<file path="src/rtl/spi_slave_tx.sv">
// rtl/spi_slave_tx.sv - SPI mode 0 slave transmit stage with hold register
//
// Shifts bytes out on miso under an external master's sck/cs_n, both of
// which are oversampled in the clk domain (clk >= 8x sck). A one-byte hold
// register buffers the upstream txd_en/txd_data strobe; when nothing is
// pending at a byte boundary IDLE_BYTE is sent instead.
//
// Optional feature macro: SPI_TX_OVERRUN_EN (adds sticky tx_overrun output).
//
// Ports:
//   clk        system clock, rising edge
//   rst        asynchronous active-high reset
//   sck        SPI clock from master (asynchronous)
//   cs_n       SPI chip select, active low (asynchronous)
//   txd_en     one-clk strobe, txd_data valid
//   txd_data   byte to transmit
//   miso       serial data to master
//   miso_oe    miso pad output enable, high while selected
//   tx_done    one-clk pulse after the 8th sck rising edge of a byte
//   hold_full  hold register contains a byte not yet loaded
//   tx_overrun (SPI_TX_OVERRUN_EN only) sticky: pending byte was overwritten

module spi_slave_tx #(
  parameter logic [7:0] IDLE_BYTE = 8'hFF,
  parameter bit         MSB_FIRST = 1'b1
) (
  input  logic       clk,
  input  logic       rst,
  input  logic       sck,
  input  logic       cs_n,
  input  logic       txd_en,
  input  logic [7:0] txd_data,
  output logic       miso,
  output logic       miso_oe,
  output logic       tx_done,
  output logic       hold_full
`ifdef SPI_TX_OVERRUN_EN
  ,
  output logic       tx_overrun
`endif
);

  localparam logic [0:0] ST_IDLE  = 1'b0;
  localparam logic [0:0] ST_SHIFT = 1'b1;

  logic [0:0] state;
  logic [7:0] shreg;
  logic [7:0] hold;
  logic [2:0] bit_cnt;
  logic       boundary;

  // Two-flop synchronizers plus one history flop for edge detection.
  logic sck_s1, sck_s2, sck_h;
  logic cs_s1, cs_s2, cs_h;

  always_ff @(posedge clk or posedge rst) begin
    if (rst) begin
      sck_s1 <= 1'b0;
      sck_s2 <= 1'b0;
      sck_h  <= 1'b0;
      cs_s1  <= 1'b1;
      cs_s2  <= 1'b1;
      cs_h   <= 1'b1;
    end else begin
      sck_s1 <= sck;
      sck_s2 <= sck_s1;
      sck_h  <= sck_s2;
      cs_s1  <= cs_n;
      cs_s2  <= cs_s1;
      cs_h   <= cs_s2;
    end
  end

  logic sck_rise, sck_fall, cs_fall, cs_rise;
  assign sck_rise = sck_s2 & ~sck_h;
  assign sck_fall = ~sck_s2 & sck_h;
  assign cs_fall  = ~cs_s2 & cs_h;
  assign cs_rise  = cs_s2 & ~cs_h;

  // A load happens at frame start, or on the sck falling edge that follows
  // a completed byte. A cs_n rise outranks any sck edge in the same clk.
  logic       load_evt;
  logic [7:0] load_byte;
  logic [7:0] shift_next;

  assign load_evt = ((state == ST_IDLE) && cs_fall) ||
                    ((state == ST_SHIFT) && !cs_rise && !sck_rise && sck_fall && boundary);
  assign load_byte  = hold_full ? hold : IDLE_BYTE;
  assign shift_next = MSB_FIRST ? {shreg[6:0], 1'b0} : {1'b0, shreg[7:1]};

  assign miso_oe = (state == ST_SHIFT);
  assign miso    = (state == ST_SHIFT) ? (MSB_FIRST ? shreg[7] : shreg[0]) : 1'b0;

  // A strobe coinciding with a load lands in hold after the load has
  // taken the old contents, so hold_full stays set.
  always_ff @(posedge clk or posedge rst) begin
    if (rst) begin
      hold      <= 8'h00;
      hold_full <= 1'b0;
    end else if (txd_en) begin
      hold      <= txd_data;
      hold_full <= 1'b1;
    end else if (load_evt) begin
      hold_full <= 1'b0;
    end
  end

  always_ff @(posedge clk or posedge rst) begin
    if (rst) begin
      state    <= ST_IDLE;
      shreg    <= 8'h00;
      bit_cnt  <= 3'd0;
      boundary <= 1'b0;
      tx_done  <= 1'b0;
    end else begin
      tx_done <= 1'b0;
      case (state)
        ST_IDLE: begin
          bit_cnt  <= 3'd0;
          boundary <= 1'b0;
          if (cs_fall) begin
            shreg <= load_byte;
            state <= ST_SHIFT;
          end
        end
        ST_SHIFT: begin
          if (cs_rise) begin
            state    <= ST_IDLE;
            bit_cnt  <= 3'd0;
            boundary <= 1'b0;
          end else if (sck_rise) begin
            bit_cnt <= bit_cnt + 3'd1;
            if (bit_cnt == 3'd7) begin
              tx_done  <= 1'b1;
              boundary <= 1'b1;
            end
          end else if (sck_fall) begin
            if (boundary) begin
              shreg    <= load_byte;
              boundary <= 1'b0;
            end else begin
              shreg <= shift_next;
            end
          end
        end
        default: state <= ST_IDLE;
      endcase
    end
  end

`ifdef SPI_TX_OVERRUN_EN
  always_ff @(posedge clk or posedge rst) begin
    if (rst) begin
      tx_overrun <= 1'b0;
    end else if (cs_fall) begin
      tx_overrun <= 1'b0;
    end else if (txd_en && hold_full && !load_evt) begin
      tx_overrun <= 1'b1;
    end
  end
`endif

endmodule
</file>
<file path="config.mk">
export PLATFORM = sky130hd
export DESIGN_NAME = spi_slave_tx
export DESIGN_NICKNAME = d
export VERILOG_FILES = /design/src/rtl/spi_slave_tx.sv
export SDC_FILE = /design/constraint.sdc
export NUM_CORES = 1
export LEC_CHECK = 0
export ABC_AREA = 1
export CORE_ASPECT_RATIO = 0.6
export CORE_MARGIN = 10
export CORE_UTILIZATION = 45
export DETAILED_ROUTE_END_ITERATION = 10
export PLACE_DENSITY = 0.7
export SYNTH_ARGS = -nofsm -noshare
export SYNTH_HDL_FRONTEND = slang
export SYNTH_SLANG_ARGS = --single-unit
</file>
<file path="constraint.sdc">
create_clock -name clk -period 1.2 [get_ports clk]
set_clock_uncertainty 0.2 [all_clocks]
set_input_delay 0.18 -clock clk [delete_from_list [all_inputs] [get_ports clk]]
set_output_delay 0.18 -clock clk [all_outputs]
set_load 0.02 [all_outputs]
</file>
==> flow_summary.json <==
{
  "regToRegEndpoint": "hold_full",
  "antennaDiodeCount": 0,
  "setup.worst_path.end": "hold_full",
  "antenna_found_initial": 0,
  "postCtsHoldBufs": 0,
  "grt_pass1_vias": 1058,
  "pre_cts_ws_ps": -225,
  "path_delay_family": "flip-flops",
  "cpMostUsedCell": "nand2_1",
  "rsz0062_at_grt": "yes",
  "yosys.cell_types.count": 15,
  "dieArea_mm2": 0.00555,
  "synth.largest_area_cell": "dfrtp_1",
  "violations": "setup timing",
  "clock_latency_ps": 280,
  "crit_start": "cs_h",
  "synth_top_family_by_area": "simple AND/OR/NAND/NOR gates",
  "layout_commonest_cell": "nand2_1",
  "max_freq_mhz": 743,
  "power_frac_clock": 0.317,
  "worst-r2r-setup-slack_ps": -150,
  "wl_per_cell_um": 12.4,
  "worst_setup_path_end_kind": "register",
  "crit_path_top_delay_cell": "dfstp_2",
  "ys_top_cells_by_area": "dfrtp_1, nand2_1, nand3_1",
  "yosys.area_share.simple": 0.310,
  "clock-sinks": 29,
  "port_buffers": 16,
  "comb_power_share": 0.223,
  "drcViolationCount": 0,
  "ant_nets": 0,
  "grt_max_degree": 30,
  "synth_compound_area_frac": 0.0448,
  "avgSynthCellArea_um2": 8.63,
  "critPathBufInv": 2,
  "slew_viol_final": 0,
  "crit_path_start_kind": "register",
  "numCtsBuffers": 5,
  "root_buffer": "clkbuf_8",
  "ys_ff_latch": 29,
  "cts.clk_slew.worst_paths_ps": 60,
  "maxCapViolCount": 0,
  "grt_pass1_wl_um": 4680,
  "yosysWarnings": 0,
  "drtIter0Drc": 82,
  "cts_buffer_depth": 2,
  "grtUsageTotal": 0.106,
  "synthMuxAreaShare": 0,
  "syn-cell-area_mm2": 0.00131,
  "die_height_um": 61.8,
  "syn_to_final_growth_pct": 37.5,
  "core_area_mm2": 0.00283,
  "peakVddDrop_mv": 0.828,
  "place_congestion": 0.697,
  "min_path_type": "in2async",
  "fin_crit_ps": 1350,
  "slew_headroom": 0.824,
  "yosysSeqAreaShare": 0.556,
  "setup_viol": 16,
  "dieWidth_um": 89.7,
  "routed_via_density": 4.76,
  "yosysTopAreaCellShare": 0.496,
  "start_util": 0.463,
  "crit_path_max_fanout": 3,
  "place_hpwl_um": 1940,
  "p_int_mw": 1.83,
  "critical_path.cell_chain": "buf_4 > nand2_4 > o21ai_2 > inv_1 > nand2_1 > nand2_1",
  "status": "finished with violations",
  "final_cell_mix": "nand2_1, dfrtp_1, nand3_1",
  "r2r_cells": 6,
  "fin_crit_sh": 1.12,
  "synthXorXnorAreaFrac": 0,
  "required_ps": 1170,
  "rows": 15,
  "wl_um": 2820,
  "switching_share": 0.291,
  "cpPeakStageDelay_ps": 540,
  "critical_path_depth": 6,
  "first_pass_iters": 4,
  "overflow": 0,
  "cts_max_level": 2,
  "p_seq_frac": 0.460,
  "tightestPinTransition_ps": 263,
  "leakagePower_nw": 0.928,
  "r2r_start": "cs_h",
  "drive_above_1_share": 0.269,
  "final_util": 0.637,
  "num_vias": 1085,
  "synthAdderAreaFrac": 0.0191,
  "layout_setup_ws_ps": -146,
  "power.density_mw_per_mm2": 1430,
  "worstSetupPathType": "reg2reg",
  "nNetsFinal": 200,
  "hold_violations": 0,
  "critPathArrivalTime_ps": 1310,
  "synth_cells": 152,
  "cts_tree": "yes",
  "io_pins": 17,
  "switchingPower_mw": 0.753,
  "synth_nets": 167
}
[cells by family (layout without fill, tap and decap cells)]
group,count (synthesis),after routing
AO/OA/AOI/OAI,11,11
adder cells (fa/ha/maj),2,2
buffers and inverters,22,55
flip-flops,29,29
AND/OR/NAND/NOR,88,89
[state kept, by name, indices dropped and copies added (netlist names)]
| signal | cells |
|---|---|
| shreg | 8 |
| bit_cnt | 3 |
| sck_s1 | 1 |
| cs_h | 1 |
| tx_done | 1 |
| hold_full | 1 |
| sck_s2 | 1 |
| cs_s1 | 1 |
| hold | 8 |
| boundary | 1 |
| cs_s2 | 1 |
| sck_h | 1 |
| miso_oe | 1 |
[synth_stat cells]
master   number
a21oi_1       1
buf_2         2
buf_6         1
dfrtp_1      26
dfstp_2       3
ha_1          2
inv_1        16
inv_2         3
nand2_1      61
nand2_2       2
nand2_8       3
nand3_1      18
nor2_1        4
o21ai_0       9
o21ai_2       1
[cell type report]
cell class                 instances  area [um^2]
clock buffer                       8         90.1
fill                             225         1030
inverter                          19         76.3
multi-input combinational        102          579
sequential                        29          731
tap                               42         52.6
timing repair buffer              28          275
[worst reg2reg max path: stages, from the launching register on]
cell     delay, ps
dfstp_2        540
buf_4          120
nand2_4         80
o21ai_2        160
inv_1           50
nand2_1         50
nand2_1         50
[through the flow]
stage | hold WS (ps) | TNS, ps | std cells | total power, mW | instance area [um^2]
final | 34.1 | -1890 | 228 | 2.59 | 1800
after global placement | 133 | -1860 | 215 | 1.66 | 1600
after floorplan | -15.5 | -494 | 152 | 1.51 | 1340
after global routing | 55.0 | -2780 | 228 | 2.75 | 1800
after CTS | 39.0 | -1530 | 224 | 2.54 | 1730
after detailed placement | 148 | -2440 | 215 | 1.68 | 1600
[what timing repair did]
item / CTS / global route
resized for setup: 33 / 12
hold endpoints to repair: 0 / 0
endpoints found under the setup margin: 19 / 19
pin swaps: 2 / 3
buffers inserted: 0 / 4
cloned: 1 / 0
[metal layers]
| layer | global-route usage | vias up | share of wire |
|---|---|---|---|
| met4 | 0.0686 | 0 | 0.022 |
| met5 | 0 | - | 0 |
| li1 | - | 534 | - |
| met1 | 0.121 | 524 | 0.45 |
| met2 | 0.177 | 21 | 0.49 |
| met3 | 0.0300 | 6 | 0.039 |
[worst min-delay path by stage]
stage | end | slack [ps] | cells past startpoint
3_5_place_dp | cs_s2 | 150 | 0
2_1_floorplan | cs_s1 | -20 | 0
4_1_cts | shreg[1] | 40 | 3
6_report | sck_h | 30 | 3
3_3_place_gp | sck_s2 | 130 | 0
5_1_grt | shreg[1] | 50 | 3
[power by group through the flow]
stage	Combinational, mW	Sequential, mW	Clock, mW
2_1_floorplan	0.323	1.19	0
3_3_place_gp	0.476	1.18	0
4_1_cts	0.526	1.18	0.832
5_1_grt	0.649	1.20	0.900
3_5_place_dp	0.493	1.19	0
6_report	0.578	1.19	0.819
(Power assumes the default switching activity.)
